### src/rtl/instr_fetch_queue.sv
// Instruction fetch unit: sequential fetch FSM with at most one outstanding memory
// transaction, feeding a small in-order instruction queue that is flushed on redirect.
module instr_fetch_queue #(
    parameter logic [31:0] RESET_PC = 32'h0,
    parameter int          DEPTH    = 2
) (
    input  logic        clock,
    input  logic        reset,
    input  logic        redirect,
    input  logic [31:0] redirectPc,
    output logic        memReq,
    output logic [31:0] memAddr,
    input  logic        memAck,
    input  logic        memValid,
    input  logic [31:0] memData,
    output logic        instrValid,
    output logic [31:0] instr,
    output logic [31:0] pcQ,
    input  logic        instrReady
);

    localparam int PTR_W = (DEPTH > 1) ? $clog2(DEPTH) : 1;
    localparam int CNT_W = $clog2(DEPTH + 1);
    localparam logic [CNT_W-1:0] DEPTH_C = CNT_W'(DEPTH);
    localparam logic [PTR_W-1:0] LAST_C  = PTR_W'(DEPTH - 1);

    typedef enum logic [1:0] {
        IDLE = 2'd0,
        REQ  = 2'd1,
        WAIT = 2'd2,
        DROP = 2'd3
    } state_t;

    state_t            r_state;
    state_t            w_state_nxt;
    logic [31:0]       r_fetch_pc;
    logic [31:0]       w_fetch_pc_nxt;
    logic [31:0]       r_req_pc;
    logic [CNT_W-1:0]  r_count;
    logic [PTR_W-1:0]  r_rd_ptr;
    logic [PTR_W-1:0]  r_wr_ptr;
    logic [31:0]       r_pc_mem    [DEPTH];
    logic [31:0]       r_instr_mem [DEPTH];
    logic              w_push;
    logic              w_pop;

    function automatic logic [PTR_W-1:0] ptr_inc(input logic [PTR_W-1:0] p);
        return (p == LAST_C) ? '0 : p + 1'b1;
    endfunction

    // Only IDLE issues requests and it has nothing outstanding, so count < DEPTH
    // there guarantees the eventual push finds a free slot.
    always_comb begin
        w_state_nxt    = r_state;
        w_fetch_pc_nxt = r_fetch_pc;
        w_push         = 1'b0;
        case (r_state)
            IDLE: if (r_count < DEPTH_C) w_state_nxt = REQ;
            REQ: begin
                if (memAck) begin
                    w_state_nxt    = WAIT;
                    w_fetch_pc_nxt = r_fetch_pc + 32'd4;
                end
            end
            WAIT: begin
                if (memValid) begin
                    w_state_nxt = IDLE;
                    w_push      = 1'b1;
                end
            end
            DROP: if (memValid) w_state_nxt = IDLE;
            default: w_state_nxt = IDLE;
        endcase

        // Any transaction still in flight after a redirect must be drained through DROP.
        if (redirect) begin
            w_push         = 1'b0;
            w_fetch_pc_nxt = redirectPc & 32'hFFFF_FFFC;
            case (r_state)
                IDLE:    w_state_nxt = IDLE;
                REQ:     w_state_nxt = memAck   ? DROP : IDLE;
                WAIT:    w_state_nxt = memValid ? IDLE : DROP;
                DROP:    w_state_nxt = memValid ? IDLE : DROP;
                default: w_state_nxt = IDLE;
            endcase
        end
    end

    assign w_pop = instrValid && instrReady && !redirect;

    // NOTE: sequential state uses non-blocking assignments so every register samples pre-edge values.
    always_ff @(posedge clock) begin
        if (reset) r_state <= IDLE;
        else       r_state <= w_state_nxt;
    end

    always_ff @(posedge clock) begin
        if (reset) begin
            r_fetch_pc <= RESET_PC;
            r_req_pc   <= RESET_PC;
        end else begin
            r_fetch_pc <= w_fetch_pc_nxt;
            if (r_state == REQ && memAck) r_req_pc <= r_fetch_pc;
        end
    end

    always_ff @(posedge clock) begin
        if (reset || redirect) begin
            r_count  <= '0;
            r_rd_ptr <= '0;
            r_wr_ptr <= '0;
        end else begin
            if (w_push) r_wr_ptr <= ptr_inc(r_wr_ptr);
            if (w_pop)  r_rd_ptr <= ptr_inc(r_rd_ptr);
            if (w_push && !w_pop)      r_count <= r_count + 1'b1;
            else if (!w_push && w_pop) r_count <= r_count - 1'b1;
        end
    end

    // NOTE: queue storage has no reset; entries are only visible once counted, and outputs are masked while empty.
    always_ff @(posedge clock) begin
        if (w_push) begin
            r_pc_mem[r_wr_ptr]    <= r_req_pc;
            r_instr_mem[r_wr_ptr] <= memData;
        end
    end

    assign memReq     = (r_state == REQ);
    assign memAddr    = r_fetch_pc;
    assign instrValid = (r_count != '0);
    assign instr      = instrValid ? r_instr_mem[r_rd_ptr] : 32'h0;
    assign pcQ        = instrValid ? r_pc_mem[r_rd_ptr]    : 32'h0;

endmodule
### config.mk
export PLATFORM = sky130hd
export DESIGN_NAME = instr_fetch_queue
export DESIGN_NICKNAME = d
export VERILOG_FILES = /design/src/rtl/instr_fetch_queue.sv
export SDC_FILE = /design/constraint.sdc
export NUM_CORES = 1
export LEC_CHECK = 0
export BUFFER_PORTS_ARGS = -buffer_cell sky130_fd_sc_hd__buf_4
export CORE_MARGIN = 1
export CORE_UTILIZATION = 40
export CTS_BUF_LIST = sky130_fd_sc_hd__clkbuf_16
export DETAILED_ROUTE_END_ITERATION = 10
export RECOVER_POWER = 50
export SLEW_MARGIN = 40
export SYNTH_ARGS = -nofsm -noshare
export SYNTH_HDL_FRONTEND = slang
export SYNTH_SLANG_ARGS = --single-unit
### constraint.sdc
create_clock -name clock -period 6 [get_ports clock]
set_clock_uncertainty 0.1 [all_clocks]
set_input_delay 1.2 -clock clock [delete_from_list [all_inputs] [get_ports clock]]
set_output_delay 1.2 -clock clock [all_outputs]
set_load 0.03 [all_outputs]
# Word-level counts from Yosys, hierarchy flattened
# Memory sizes are Yosys's and may differ from the RTL's. A register that Yosys moved wholly into a read port is not among the register bits.
# Cells that the tools add are included.
[totals]
ff_bits = 70
ram_bits = 128
in_bits = 70
n_memories = 2
[op_classes]
n_addsub = 5
magnitude_cmp = 1
eq_ne = 6
mux = 26
reduce_logical = 19
[mem_list]
columns = ["memory", "depth", "word_bits", "read_ports", "rd_ports_with_merged_regs", "write_ports", "line", "rtl"]
rows = [
  ["r_instr_mem", 2, 32, 1, 1, 1, "43", "logic [31:0] r_instr_mem [DEPTH];"],
  ["r_pc_mem", 2, 32, 1, 1, 1, "42", "logic [31:0] r_pc_mem [DEPTH];"],
]
[ops]
columns = ["op", "n"]
rows = [
  ["$mux W32", 5],
  ["$add A32 B3 Y32 const B", 1],
  ["$mux W2", 8],
  ["$pmux W2 S3", 2],
  ["$mux W1", 11],
  ["$reduce_bool A2 Y1", 4],
  ["$logic_and A1 B1 Y1", 5],
  ["$eq A2 B2 Y1 const B", 2],
  ["$reduce_and A2 Y1", 2],
  ["$reduce_or A2 Y1", 2],
  ["$logic_not A1 Y1", 3],
  ["$ne A3 B1 Y1 const B", 1],
  ["$ne A3 B2 Y1 const B", 1],
  ["$ne A3 B3 Y1 const B", 1],
  ["$reduce_and A3 Y1", 1],
  ["$add A1 B1 Y1 const B", 2],
  ["$add A2 B1 Y2 const B", 1],
  ["$eq A2 B1 Y1 const B", 1],
  ["$logic_not A2 Y1", 1],
  ["$lt A2 B2 Y1 const B", 1],
  ["$sub A2 B1 Y2 const B", 1],
  ["$logic_or A1 B1 Y1", 1],
]

# Longest topological paths before layout
[depth]
word_depth = 7
depth_mapped = 9
depth_no_buf = 7

# Worst setup path after synthesis
# No wires, ideal clock.
[synth_timing]
path_kind = "input -> register"
start = "in redirect"
end = "mem r_instr_mem[0][0] (enable)"
setup_ns = 0.490
arrival_time_ns = 4.510
required_ns = 5.410
setup_slack_ns = 0.901
cell_stages = 4
path_buffers = 1
cell_sequence = "clkbuf_1 > nor2_1 > and3_1 > nor2b_1"
[synth_via]
elab_chain_cells = 3
[synth_rtl]
columns = ["item", "line", "rtl"]
rows = [
  ["from (decl)", "9", "input logic redirect,"],
  ["$mux W1", "76", "if (redirect) begin"],
  ["via w_push", "44", "logic w_push;"],
  ["$mux W1", "122", "if (w_push) begin"],
  ["$mux W1 (implied by the code)", "124", "r_instr_mem[r_wr_ptr] <= memData;"],
  ["to (decl)", "43", ""],
]
# The timed path passes the listed nets, and every way through them passes these cells.

# Worst setup path in the final report
[layout_timing]
start = "in redirect"
end = "mem r_instr_mem[0][28] (enable)"
# Same word-level chain as after synthesis.

==> results.json <==
{
  "die_h_um": 142,
  "combPwrFrac_pct": 6.5,
  "start_kind": "primary input",
  "peakVddDrop_mv": 0.195,
  "synthDominantCellAreaShare_pct": 47.6,
  "hold_path.class": "flop to flop",
  "rsz0062_at_grt": "false",
  "antenna_found_initial": 0,
  "synth_commonest_cells": "edfxtp_1 (124), nor2_1 (95), nand2_1 (73)",
  "io_pins": 168,
  "hp-start": "r_req_pc[4]$_SDFFE_PP0P_",
  "ctsHoldBuffers": 0,
  "switching_share_pct": 23.8,
  "track_usage_pct": 18.8,
  "setup_viol": 0,
  "dr_total_vias": 5482,
  "routedWlPerCell_um": 17.1,
  "finalCritPeriodShare_pct": 68.7,
  "cts_buffers": 17,
  "crit_type": "primary input to flop",
  "ctsLongestPathBuffers": 2,
  "row_count": 50,
  "maxCapViolations": 2,
  "cpLargestDelayFamily": "simple AND/OR/NAND/NOR gates",
  "core_sq_um": 19000,
  "clk_pin_slew_ns": 0.07,
  "post_cts_buffers": 0,
  "r2r-end": "r_instr_mem[0][28]$_DFFE_PP_",
  "area_delta_synth_final_pct": 24.7,
  "grt_first_pass_wirelength_um": 28900,
  "netlist_area_sq_um": 7830,
  "yosysMostFrequentCell": "edfxtp_1",
  "grt_pass1_vias": 5536,
  "synthArstFlopShare_pct": 0,
  "n_antenna_cell": 0,
  "avgSynthCellArea_sq_um": 11.9,
  "p_leak_nw": 3.32,
  "fin_worst_hold_slack_ns": 0.355,
  "dieArea_sq_um": 20100,
  "remaining_drc_errors": 0,
  "clock_sinks": 191,
  "setup_slack_ns": 1.88,
  "synth_top_area_cell": "edfxtp_1",
  "hpwl_um": 12400,
  "outcome": "finished with violations",
  "drt_iter0_markers": 248,
  "antenna_left": 0,
  "synth_warnings": 0,
  "clock_latency_ns": 0.43,
  "grt_remaining_overflow": 0,
  "port_buffers": 161,
  "intPower_w": 0.00210,
  "max_stage_delay_ns": 1.18,
  "seqPwrFrac_pct": 52.8,
  "synth_edf_count": 124,
  "critPathMaxFanout": 33,
  "synth_cell_types": 54,
  "power_switching_w": 0.000654,
  "fin_setup_tns_ns": 0,
  "hold_depth": 0,
  "period_needed_ns": 4.12,
  "htreeDepth": 4,
  "ys_ff_latch": 191,
  "slowest_stage": "nor2b_1",
  "synth_top_flop_cell": "edfxtp_1",
  "crit_chain": "clkbuf_1, nor2_1, and3_1, nor2b_1, buf_4",
  "fmax_mhz": 243,
  "p_per_area_nw_per_um2": 282,
  "vias_per_cell": 5.09,
  "initial_core_util_pct": 41.3,
  "synthTopCellsByArea": "edfxtp_1 (48%), dfxtp_1 (17%), mux2i_1 (7.9%)",
  "r2r-start": "r_state[0]$_SDFFE_PP0P_",
  "cp-startpoint": "redirect",
  "dr.pass1.iters": 5,
  "grt_max_degree": 64,
  "n_fill_cell": 1758,
  "drive_above_1_share_pct": 22.2,
  "min_to": "r_pc_mem[0][4]$_DFFE_PP_",
  "worstMarginPinSlew_ns": 2.81,
  "worstPathArrival_ns": 4.09,
  "fin_nets": 875,
  "power_w": 0.00275,
  "worst_ep_required_time_ns": 5.97,
  "netlist_instances": 660,
  "wirelength_um": 18400,
  "cts_resized": 0,
  "clock_tree.root_cell": "clkbuf_16",
  "endpoint_kind": "flop",
  "hold_violations": 0,
  "cp_num_buf_inv": 2,
  "cts_tree": "yes",
  "slew_headroom_pct": -87.3,
  "r2r_cells": 4,
  "finalMaxSlewViolations": 76,
  "r2r_slack_ns": 2.92,
  "violations": "max-capacitance violations, max-slew violations",
  "place_ws_ns": 2.64,
  "gp_congestion": 0.872,
  "ys_seq_area_share_pct": 64.7,
  "die_w_um": 142,
  "p_clk_share_pct": 40.7
}
-- metal layers --
metal | GRT usage [%] | vias to the layer above | wire length, um
li1 | - | 2686 | -
met1 | 23.8 | 2586 | 7980
met2 | 31.3 | 195 | 8890
met3 | 4.66 | 15 | 1320
met4 | 6.11 | 0 | 185
met5 | 0 | - | 0
-- per-stage QoR --
| step | cells | util [%] | area, sq um |
|---|---|---|---|
| 2_1_floorplan | 663 | - | 7840 |
| 3_3_place_gp | 1041 | 48.6 | 9220 |
| 3_5_place_dp | 1044 | 49.0 | 9300 |
| 4_1_cts | 1076 | 52.2 | 9890 |
| 5_1_grt | 1076 | 51.5 | 9760 |
| 6_report | 1076 | 51.5 | 9760 |
-- layout by cell type (no fill, tap or decap), drive strengths merged, types with 2 or more instances in the layout --
| cell type | Yosys | routed |
|---|---|---|
| or2 | 3 | 3 |
| dfxtp | 67 | 67 |
| ha | 2 | 2 |
| nor2 | 95 | 95 |
| clkbuf | 37 | 71 |
| nor2b | 5 | 5 |
| edfxtp | 124 | 124 |
| o31ai | 5 | 5 |
| mux2i | 62 | 62 |
| nand4b | 2 | 2 |
| a311oi | 10 | 10 |
| or4 | 6 | 6 |
| nand2 | 73 | 73 |
| buf | 12 | 117 |
| and3 | 3 | 3 |
| a311o | 2 | 2 |
| nand2b | 2 | 2 |
| and4 | 5 | 5 |
| nand3 | 8 | 8 |
| inv | 8 | 18 |
| nand4 | 13 | 13 |
| xnor2 | 8 | 8 |
| and2 | 2 | 2 |
| or3 | 9 | 9 |
| o21ai | 7 | 7 |
| a211oi | 13 | 13 |
| nor3 | 12 | 12 |
| xor2 | 6 | 6 |
| a2111oi | 5 | 5 |
| a21oi | 33 | 33 |
| conb | 1 | 4 |
| o211ai | 2 | 2 |
| nor4 | 8 | 8 |
| clkinv | 0 | 2 |
-- cell type report --
class	instances	area [sq um]	area share (%)
Clock inverter	14	141	1.45
Sequential cell	191	5070	51.9
Multi-Input combinational cell	415	2550	26.1
Timing Repair Buffer	170	1190	12.2
Tap cell	260	325	3.33
Inverter	8	30.0	0.308
Clock buffer	18	450	4.61
-- cells by family after synthesis --
group / Yosys count / share of synthesized area (%)
adders and majority gates: 2 / 0.320
and+or+nand+nor: 250 / 15.2
DFF: 191 / 64.7
xor gates and xnor gates: 14 / 1.57
buffers and inverters: 57 / 3.16
AOI/OAI and AO/OA: 83 / 7.06
other: 1 / 0.0479
muxes: 62 / 7.93
-- registers in the layout, summed over array words and instances (netlist names), named ones only --
signal       count
r_rd_ptr         1
memAddr         30
r_pc_mem        60
r_state          2
r_instr_mem     64
r_wr_ptr         1
r_count          2
r_req_pc        30
-- power groups by stage --
stage / registers (W) / clock network [W] / logic, W
detailed placement: 0.00148 / 0 / 0.000190
global route: 0.00146 / 0.00120 / 0.000192
floorplan: 0.00149 / 0 / 0.0000856
CTS: 0.00145 / 0.00115 / 0.000190
finish: 0.00145 / 0.00112 / 0.000178
global placement: 0.00148 / 0 / 0.000185
-- how the worst max path moves through the flow --
stage | end | slack (ns) | cells past startpoint
floorplan | r_instr_mem[0][0]$_DFFE_PP_ | 0.90 | 4
global placement | r_instr_mem[0][30]$_DFFE_PP_ | 2.30 | 5
detailed placement | r_instr_mem[0][2]$_DFFE_PP_ | 2.64 | 5
CTS | instrValid | 2.52 | 4
global route | r_instr_mem[0][16]$_DFFE_PP_ | 1.60 | 5
finish | r_instr_mem[0][28]$_DFFE_PP_ | 1.88 | 5
(Power assumes the default switching activity.)
